$ cat config.mk
export PLATFORM = sky130hd
export DESIGN_NAME = pc_sequencer_flat
export DESIGN_NICKNAME = d
export VERILOG_FILES = /design/src/rtl/pc_sequencer_pkg.sv /design/src/rtl/pc_sequencer_if.sv /design/src/rtl/pc_addr_check.sv /design/src/rtl/pc_sequencer.sv /design/src/flat_wrapper.sv
export SDC_FILE = /design/constraint.sdc
export NUM_CORES = 1
export LEC_CHECK = 0
export BUFFER_PORTS_ARGS = -buffer_cell sky130_fd_sc_hd__buf_2
export CAP_MARGIN = 20
export CELL_PAD_IN_SITES_DETAIL_PLACEMENT = 1
export CELL_PAD_IN_SITES_GLOBAL_PLACEMENT = 2
export CORE_MARGIN = 2
export CORE_UTILIZATION = 30
export DETAILED_ROUTE_END_ITERATION = 10
export PLACE_DENSITY = 0.89
export SYNTH_ARGS = -nofsm -noshare
export SYNTH_HDL_FRONTEND = slang
export SYNTH_HIERARCHICAL = 1
export SYNTH_SLANG_ARGS = --single-unit
$ cat constraint.sdc
create_clock -name clk -period 3.13 [get_ports clk]
set_clock_uncertainty 0.2 [all_clocks]
set_input_delay 0.1565 -clock clk [delete_from_list [all_inputs] [get_ports clk]]
set_output_delay 0.1565 -clock clk [all_outputs]
set_load 0.1 [all_outputs]
$ cat src/rtl/pc_sequencer_pkg.sv
// Shared CPU constants for the fetch stage: reset/exception addresses,
// legal instruction-memory window and the PC sequencer state encoding.
package cpu_consts;

  localparam logic [31:0] RESET_PC  = 32'h0000_3000;
  localparam logic [31:0] EXC_PC    = 32'h0000_4180;
  localparam logic [31:0] IMEM_BASE = 32'h0000_3000;
  localparam logic [31:0] IMEM_TOP  = 32'h0000_6FFC;

  typedef enum logic [1:0] {
    BOOT = 2'd0,
    RUN  = 2'd1,
    PEND = 2'd2
  } seq_state_t;

endpackage

$ cat src/rtl/pc_sequencer_if.sv
// Fetch-control bundle between the PC sequencer and its neighbours
// (hazard unit, D-stage next-PC logic, CP0, instruction memory).
interface pc_sequencer_if;

  logic        stall;
  logic        redirect_valid;
  logic [31:0] redirect_target;
  logic        exc_req;
  logic        eret_req;
  logic [31:0] epc;
  logic [31:0] pc_f;
  logic [31:0] pc_plus4_f;
  logic        fetch_valid;
  logic        flush_fd;
  logic        adel_f;
  logic        redirect_pending;

  modport master (
    output stall, redirect_valid, redirect_target, exc_req, eret_req, epc,
    input  pc_f, pc_plus4_f, fetch_valid, flush_fd, adel_f, redirect_pending
  );

  modport slave (
    input  stall, redirect_valid, redirect_target, exc_req, eret_req, epc,
    output pc_f, pc_plus4_f, fetch_valid, flush_fd, adel_f, redirect_pending
  );

endinterface

$ cat src/rtl/pc_addr_check.sv
// Fetch address error detection: word alignment plus the legal
// instruction-memory window, only meaningful while a real fetch is in flight.
module pc_addr_check
  import cpu_consts::*;
(
  input  logic [31:0] pc,
  input  logic        fetch_valid,
  output logic        adel
);

  logic misaligned;
  logic out_of_range;

  assign misaligned   = (pc[1:0] != 2'b00);
  assign out_of_range = (pc < IMEM_BASE) || (pc > IMEM_TOP);
  assign adel         = fetch_valid && (misaligned || out_of_range);

endmodule

$ cat src/rtl/pc_sequencer.sv
// Fetch-stage controller: owns the PC and picks the next fetch address from
// exception entry, ERET return, stall hold, latched/live redirect or PC+4.
module pc_sequencer
  import cpu_consts::*;
(
  input  logic           clk,
  input  logic           reset_n,
  pc_sequencer_if.slave  bus
);

  seq_state_t  state;
  seq_state_t  state_next;
  logic [31:0] pc;
  logic [31:0] pc_next;
  logic [31:0] pend_target;
  logic [31:0] pend_target_next;
  logic        flush;

  always_ff @(posedge clk or negedge reset_n) begin
    if (!reset_n) begin
      state       <= BOOT;
      pc          <= RESET_PC;
      pend_target <= 32'h0000_0000;
    end else begin
      state       <= state_next;
      pc          <= pc_next;
      pend_target <= pend_target_next;
    end
  end

  // Priority: exception > ERET > stall hold > pending release > redirect > PC+4.
  // A redirect never flushes F/D, since the instruction at pc_f is its delay slot.
  always_comb begin
    state_next       = state;
    pc_next          = pc;
    pend_target_next = pend_target;
    flush            = 1'b0;

    case (state)
      BOOT: begin
        state_next = RUN;
      end
      default: begin
        if (bus.exc_req) begin
          pc_next          = EXC_PC;
          pend_target_next = 32'h0000_0000;
          flush            = 1'b1;
          state_next       = RUN;
        end else if (bus.eret_req) begin
          pc_next          = bus.epc;
          pend_target_next = 32'h0000_0000;
          flush            = 1'b1;
          state_next       = RUN;
        end else if (bus.stall) begin
          if (bus.redirect_valid) begin
            pend_target_next = bus.redirect_target;
          end
          state_next = (bus.redirect_valid || state == PEND) ? PEND : RUN;
        end else if (state == PEND) begin
          pc_next          = bus.redirect_valid ? bus.redirect_target : pend_target;
          pend_target_next = 32'h0000_0000;
          state_next       = RUN;
        end else if (bus.redirect_valid) begin
          pc_next    = bus.redirect_target;
          state_next = RUN;
        end else begin
          pc_next    = pc + 32'd4;
          state_next = RUN;
        end
      end
    endcase
  end

  assign bus.pc_f             = pc;
  assign bus.pc_plus4_f       = pc + 32'd4;
  assign bus.fetch_valid      = (state != BOOT);
  assign bus.redirect_pending = (state == PEND);
  assign bus.flush_fd         = flush;

  pc_addr_check u_addr_check (
    .pc          (pc),
    .fetch_valid (bus.fetch_valid),
    .adel        (bus.adel_f)
  );

endmodule

$ cat src/flat_wrapper.sv
// flat-port wrapper written by rule: the top's interface ports become plain ports
module pc_sequencer_flat import cpu_consts::*;
  (clk, reset_n, bus_stall, bus_redirect_valid, bus_redirect_target, bus_exc_req, bus_eret_req, bus_epc, bus_pc_f, bus_pc_plus4_f, bus_fetch_valid, bus_flush_fd, bus_adel_f, bus_redirect_pending);
  pc_sequencer_if bus_i ();
  input  logic clk;
  input  logic reset_n;
  input wire logic [$bits(bus_i.stall)-1:0] bus_stall;
  input wire logic [$bits(bus_i.redirect_valid)-1:0] bus_redirect_valid;
  input wire logic [$bits(bus_i.redirect_target)-1:0] bus_redirect_target;
  input wire logic [$bits(bus_i.exc_req)-1:0] bus_exc_req;
  input wire logic [$bits(bus_i.eret_req)-1:0] bus_eret_req;
  input wire logic [$bits(bus_i.epc)-1:0] bus_epc;
  output wire logic [$bits(bus_i.pc_f)-1:0] bus_pc_f;
  output wire logic [$bits(bus_i.pc_plus4_f)-1:0] bus_pc_plus4_f;
  output wire logic [$bits(bus_i.fetch_valid)-1:0] bus_fetch_valid;
  output wire logic [$bits(bus_i.flush_fd)-1:0] bus_flush_fd;
  output wire logic [$bits(bus_i.adel_f)-1:0] bus_adel_f;
  output wire logic [$bits(bus_i.redirect_pending)-1:0] bus_redirect_pending;
  assign bus_i.stall = bus_stall;
  assign bus_i.redirect_valid = bus_redirect_valid;
  assign bus_i.redirect_target = bus_redirect_target;
  assign bus_i.exc_req = bus_exc_req;
  assign bus_i.eret_req = bus_eret_req;
  assign bus_i.epc = bus_epc;
  assign bus_pc_f = bus_i.pc_f;
  assign bus_pc_plus4_f = bus_i.pc_plus4_f;
  assign bus_fetch_valid = bus_i.fetch_valid;
  assign bus_flush_fd = bus_i.flush_fd;
  assign bus_adel_f = bus_i.adel_f;
  assign bus_redirect_pending = bus_i.redirect_pending;
  pc_sequencer u_core (.clk(clk), .reset_n(reset_n), .bus(bus_i));
endmodule
==> impl_results.md, run 1 <==
- Outcome: complete, no violations
- Tot GR Track Use: 0.2414
- Total power: 3.368 mW
- Slowest cell on the critical path: or4_4
- Period utilization: 0.9762
- Leakage: 2.816 nW
- Total number of yosys warnings: 6
- Ports: between 100 and 150
- Commonest non-fill, non-tap cell in the layout: buf_2
- CP delay by family, top: simple AND/OR/NAND/NOR gates
- Global-route wire length before repair: 29,520 um
- Hold WS: about 15 ps
- Crit path time final: approximately 3100 ps
- Ant diodes: 0
- Hold Crit Class: in -> reg
- CTS tree: built
- Setup bufs post-CTS: 0
- Antenna Violating Nets Remaining: 0
- Post-synth EDFFs: 0
- Post-synthesis async set-or-reset flop share: 1.000
- Largest net degree at the start of global routing: 39
- Hold Crit Depth: 3
- Arr. time, crit path: about 2700 ps
- Crit-path cells: nand4_4 > or4_4 > or4_4 > nand2_2 > buf_2
- Slew margin rel.: 0.3884
- Crit path required time: 2770 ps
- Slew @ Worst Pin: slightly above 900 ps
- Drt drc: 0
- Placer Congestion: approximately 0.91
- Routed vias/inst: a little under 6
- Max-cap violations: 0
- Critical path class: reg -> out
- RSZ-0062 raised after global routing: no
- Critical path's most frequent cell: or4_4
- Fin util: 0.4625
- Final setup fails: 0
- Register area share after synthesis: 0.3814
- Commonest cells after routing, fill and taps aside: 131 x buf_2, 48 x dlygate4sd3_1, 44 x dfrtp_1
- Drt initial violations: 402
- Total grt overflow: 0
- Core area: 13,990 sq um
- Mapped Nets: about 550
- Synth Cell Area: 4337 sq um
- H-tree levels: 3
- Antenna violations before repair: 0
- PwrDens: between 500 and 600 nW/um^2
- Via count: between 4,000 and 5,000
- Leading area contributor after synthesis: dfrtp_1
- CP Max Fanout: 7
- Crit path buf inv count: 1
- Die footprint: 15,430 sq um
- R2R depth: 5
- CP startpoint kind: flip-flop
- Ys flop type: dfrtp_1
- Fmax: roughly 330 MHz
- Worst-path clk slew: roughly 50 ps
- Max Slew Vio Count: 0
- Crit-path max cell delay: a little over 600 ps
- Max VDD drop: 0.0002647 V
- WL final: 18,710 um
- Number of distinct library cells after synthesis: 60
- FF+latch count, synth: 66
- Hold Violations, Final: 0
- Syn Area/Cell: roughly 9.1 sq um
- Die H: 124.2 um
- Layout cells sized above 1: 0.3697
- PortBufs: between 100 and 150
- Initial Util: 0.3100
- Critical Path Sink Type: output port
- 1st-pass router iterations: 4
- Die X: between 100 and 150 um
- Drt wl/cell: 22.28 um
- Clock Tree Root: clkbuf_16
- # clock sinks: between 60 and 70
- Layout Nets: 726
- Mapped Cells: between 400 and 500
- Worst-skew pair later-pin latency: between 300 and 400 ps
- CTS Buf Count: 9
- WP depth: 5
- Synth top area share: 0.3693
- Number of global-route vias before repair: about 5,200
- Max Root-Sink Buffers: 2
- Post-Route Setup TNS: 0 ps
- Top cells by area, synth: dfrtp_1 37%, a32o_1 8.5%, xnor2_1 3.8%, nand2_1 3.5%, clkbuf_1 3.1%
- Detailed Place HPWL: 13,490 um
- Row Count: 43
- Area Overhead vs Synth: 49.19%
layout make-up:
| class | instances | area (sq um) |
|---|---|---|
| sequential | 66 | 1682 |
| timing repair buffer | 211 | 1426 |
| fill | 1592 | 7518 |
| clock inverter | 2 | 60.06 |
| multi-input combinational | 357 | 2775 |
| tap | 180 | 225.2 |
| inverter | 10 | 37.54 |
| clock buffer | 14 | 264.0 |
cells in the mapped netlist (6+ instances only):
master / count
o31ai_1: 10
dfrtp_1: 64
nor3_1: 10
nand3_1: 22
and3_1: 7
o221ai_1: 7
a31o_2: 7
nor4_1: 11
a22oi_1: 7
a221oi_1: 7
nor2_1: 26
o21ai_0: 15
o211ai_1: 7
a221o_1: 8
nand4_1: 13
xor2_1: 7
xnor2_1: 19
nand2_1: 41
inv_1: 8
nand2b_1: 15
a21oi_1: 11
a22o_1: 6
a32o_1: 37
clkbuf_1: 36
a31oi_1: 9
registers in the layout, indices dropped and copies added, names as in the netlist:
| signal | count |
|---|---|
| u_core/bus.pc_f | 32 |
| u_core/pend_target | 32 |
| u_core/state | 2 |
power breakdown:
part	internal, mW	leakage (nW)	total, mW	switching, mW
Sequential	0.911	0.844	1.03	0.119
Clock	0.742	0.157	1.12	0.379
Combinational	0.306	1.82	1.22	0.911
worst register-to-register path, delay by kind of cell, from the launching register on:
family / cells / cell delay, ps
AND/OR/NAND/NOR: 3 / 1300
AO/OA/AOI/OAI: 2 / 440
flip-flops: 1 / 590
worst paths after layout:
kind	start	to	slack (ps)
min in group asynchronous	reset_n	u_core/pend_target[31]	300
setup / recovery	u_core/bus.pc_f[12]	bus_pc_plus4_f[23]	70
max in group asynchronous	reset_n	u_core/bus.pc_f[12]	1580
hold reg to reg	u_core/pend_target[8]	u_core/pend_target[8]	290
setup reg to reg	u_core/bus.pc_f[12]	u_core/bus.pc_f[25]	500
hold / removal	bus_epc[1]	u_core/bus.pc_f[1]	10
logic make-up (layout without fill, tap and decap cells):
kind of cell	Yosys count	count (layout)	share of synthesized area
xor gates and xnor gates	26	26	0.05251
buffers and inverters	55	237	0.05078
DFF	66	66	0.3814
adders and majority gates	1	1	0.002885
AOI/OAI and AO/OA	163	163	0.3050
and+or+nand+nor	167	167	0.2074
stage by stage:
stage	area [sq um]	cells	worst slack, ps
finish	6470	840	74.43
global route	6470	840	3.915
detailed placement	5660	776	428.9
global placement	5660	776	449.9
CTS	6465	840	62.56
floorplan	4663	478	-179.7
routing by layer:
layer / track usage / vias up / wire, um
li1: - / 2233 / -
met1: 0.3315 / 2500 / 8333
met4: 0.06742 / 0 / 364
met3: 0.05250 / 28 / 1237
met2: 0.3841 / 200 / 8778
met5: 0 / - / 0
what timing repair did:
item | in CTS | in global routing
setup endpoints to repair | 0 | 2
gates resized for setup | 0 | 2
hold buffers | 48 | 0
endpoints found under the hold margin | 88 | 0
Note: power is estimated with default switching activity, not from simulation.
==> run 2: changes to the inputs <==
--- a/config.mk
+++ b/config.mk
@@ -5,12 +5,13 @@
 export SDC_FILE = /design/constraint.sdc
 export NUM_CORES = 1
 export LEC_CHECK = 0
+export ABC_AREA = 1
 export BUFFER_PORTS_ARGS = -buffer_cell sky130_fd_sc_hd__buf_2
 export CAP_MARGIN = 20
 export CELL_PAD_IN_SITES_DETAIL_PLACEMENT = 1
 export CELL_PAD_IN_SITES_GLOBAL_PLACEMENT = 2
 export CORE_MARGIN = 2
-export CORE_UTILIZATION = 30
+export CORE_UTILIZATION = 27
 export DETAILED_ROUTE_END_ITERATION = 10
 export PLACE_DENSITY = 0.89
 export SYNTH_ARGS = -nofsm -noshare
==> run 2 against run 1 <==
Worst setup slack better by 290 ps. Synthesized area is 12% higher. Count of clock-buffer cells in the layout is 3 lower. Synthesized cell count up 58%. Total power shrank 1.3%. Final area up 0.44%. Fmax increased by 11%. Non-clock buffer count down 28. Cell count rose by 36%. Largest cell class unchanged. Largest power group unchanged.
==> impl_results.md, run 2 <==
- Placer Congestion: a little over 0.8
- Total grt overflow: 0
- Register area share after synthesis: 0.3412
- Antenna violations before repair: 2
- Period utilization: 0.8827
- Core area: around 17,000 sq um
- Layout Nets: ~980
- Routed vias/inst: 4.756
- Top cells by area, synth: dfrtp_1 33%, nand2_1 20%, o21ai_0 8.3%, nor2_1 7.0%, nand3_1 5.7%
- Critical path's most frequent cell: inv_1
- Crit path time final: about 2800 ps
- Layout cells sized above 1: 0.2277
- Die H: roughly 140 um
- Worst-path clk slew: around 60 ps
- Max Root-Sink Buffers: 2
- Die footprint: approximately 19,000 sq um
- Via count: ~5,400
- Slowest cell on the critical path: dlygate4sd3_1
- Tot GR Track Use: 0.2051
- Crit-path max cell delay: approximately 560 ps
- Crit path required time: roughly 3200 ps
- Hold Violations, Final: 0
- Mapped Nets: approximately 830
- CP startpoint kind: flip-flop
- Commonest non-fill, non-tap cell in the layout: nand2_1
- WL final: about 19,000 um
- CTS tree: built
- Number of distinct library cells after synthesis: 35
- Max Slew Vio Count: 0
- Pre-CTS WS: ~700 ps
- Slew @ Worst Pin: between 900 and 1000 ps
- Final setup fails: 0
- Total number of yosys warnings: 6
- Slew margin rel.: 0.3840
- Total power: roughly 3.3 mW
- PwrDens: 511.4 nW/um^2
- RSZ-0062 raised after global routing: no
- Drt initial violations: roughly 330
- Mapped Cells: between 700 and 800
- Detailed Place HPWL: about 14,000 um
- FF+latch count, synth: 66
- Row Count: 48
- Drt wl/cell: 16.79 um
- Leading area contributor after synthesis: dfrtp_1
- Area Overhead vs Synth: 34.07%
- Outcome: complete, no violations
- Commonest cells in the netlist: 254 x nand2_1, 90 x nor2_1, 80 x o21ai_0, 68 x inv_1, 64 x dfrtp_1
- H-tree levels: 3
- Non-Filler Instances: approximately 1,100
- Fin util: 0.3731
- Synth Cell Area: 4847 sq um
- Cell area after layout: ~6500 sq um
- 1st-pass router iterations: 4
- Fmax: ~360 MHz
- R2R depth: 10
- Drt drc: 0
- Hold Crit Depth: 5
- Ant diodes: 0
- CP Max Fanout: 14
- Ys flop type: dfrtp_1
- Synth top area share: 0.3304
- Max VDD drop: 0.0002594 V
- Setup bufs post-CTS: 0
- Most frequent cell after synthesis: nand2_1
- Crit-path cells: inv_1 > nand2_1 > inv_1 > nor2_4 > inv_1 > nor2_1 > nor2_1 > nand3_1 > dlygate4sd3_1 > nand2_1
- Worst-skew pair later-pin latency: 350 ps
- Ports: between 100 and 150
- Clock Tree Root: clkbuf_16
- Global-route wire length before repair: roughly 30,000 um
- Leakage: about 3.2 nW
- Min setup slack post-route: about 370 ps
- # clock sinks: between 60 and 70
- Hold Crit Class: in -> reg
- Die X: approximately 140 um
- Placed cells: around 1,100
- DP Area: 5794 sq um
- CTS resizes: 0
- Arr. time, crit path: 2800 ps
- Post-synth EDFFs: 0
- PortBufs: roughly 140
- Critical Path Sink Type: flip-flop
- Largest net degree at the start of global routing: between 60 and 70
- Critical path class: reg -> reg
- Commonest cells after routing, fill and taps aside: 250 x nand2_1, 137 x buf_2, 90 x nor2_1
- Syn Area/Cell: around 6.4 sq um
- Fill count: 2,297
- CTS Buf Count: 9
- Antenna Violating Nets Remaining: 0
- Max-cap violations: 0
- Initial Util: 0.2783
- Number of global-route vias before repair: between 5,000 and 6,000
- Post-synthesis async set-or-reset flop share: 1.000
==> run 2: worst max-delay path, delay by kind of cell, from the launching register on <==
family | cells | cell delay (ps)
AND/OR/NAND/NOR | 6 | 1000
flip-flops | 1 | 410
buffers and inverters | 4 | 1040
==> run 2: worst paths after layout <==
path | slack (ps) | to | startpoint
worst max-delay path | 370 | u_core/bus.pc_f[0] | u_core/state[0]
worst max register to register | 370 | u_core/bus.pc_f[0] | u_core/state[0]
worst min-delay path | 20 | u_core/pend_target[13] | bus_redirect_target[13]
max in group asynchronous | 1730 | u_core/bus.pc_f[3] | reset_n
min in group asynchronous | 350 | u_core/pend_target[6] | reset_n
worst min register to register | 320 | u_core/pend_target[2] | u_core/pend_target[2]
==> run 2: cell type report <==
cell class	count	area (sq um)	area share
well taps	225	281.5	0.04332
repair buffers	183	1121	0.1725
clock buffers	11	252.7	0.03889
flip-flops and latches	66	1657	0.2549
inverters	69	262.8	0.04043
clock inverters	5	85.08	0.01309
multi-input cells	584	2839	0.4368
==> run 2: cells by family (layout without fill, tap and decap cells) <==
logic type	Yosys count	count (layout)	share of synthesized area
DFF	66	66	0.3413
muxes	2	2	0.004646
and+or+nand+nor	439	440	0.3877
adders and majority gates	1	1	0.002581
xor gates and xnor gates	13	13	0.02969
buffers and inverters	106	268	0.09370
AOI/OAI and AO/OA	128	128	0.1404
==> run 2: per-stage QoR <==
stage	setup TNS [ps]	hold slack, ps
2_1_floorplan	-217.2	-339.1
3_3_place_gp	0	194.7
3_5_place_dp	0	208.3
4_1_cts	0	3.330
5_1_grt	0	53.51
6_report	0	18.70
==> run 2: power breakdown <==
| group | internal (mW) | switching [mW] |
|---|---|---|
| sequential | 0.904 | 0.0844 |
| combinational | 0.231 | 0.937 |
| clock | 0.745 | 0.422 |
| total | 1.88 | 1.44 |
==> run 2: what timing repair did <==
item | CTS | global route
hold endpoints to repair | 97 | 0
endpoints found under the setup margin | 0 | 2
hold buffers | 36 | 0
==> run 2: layer usage <==
layer	wire length, um	GRT usage	up-vias
met5	0	0	-
met4	363	0.07540	0
met3	727	0.02741	24
met2	8986	0.3314	117
met1	9116	0.2800	2583
li1	-	-	2712
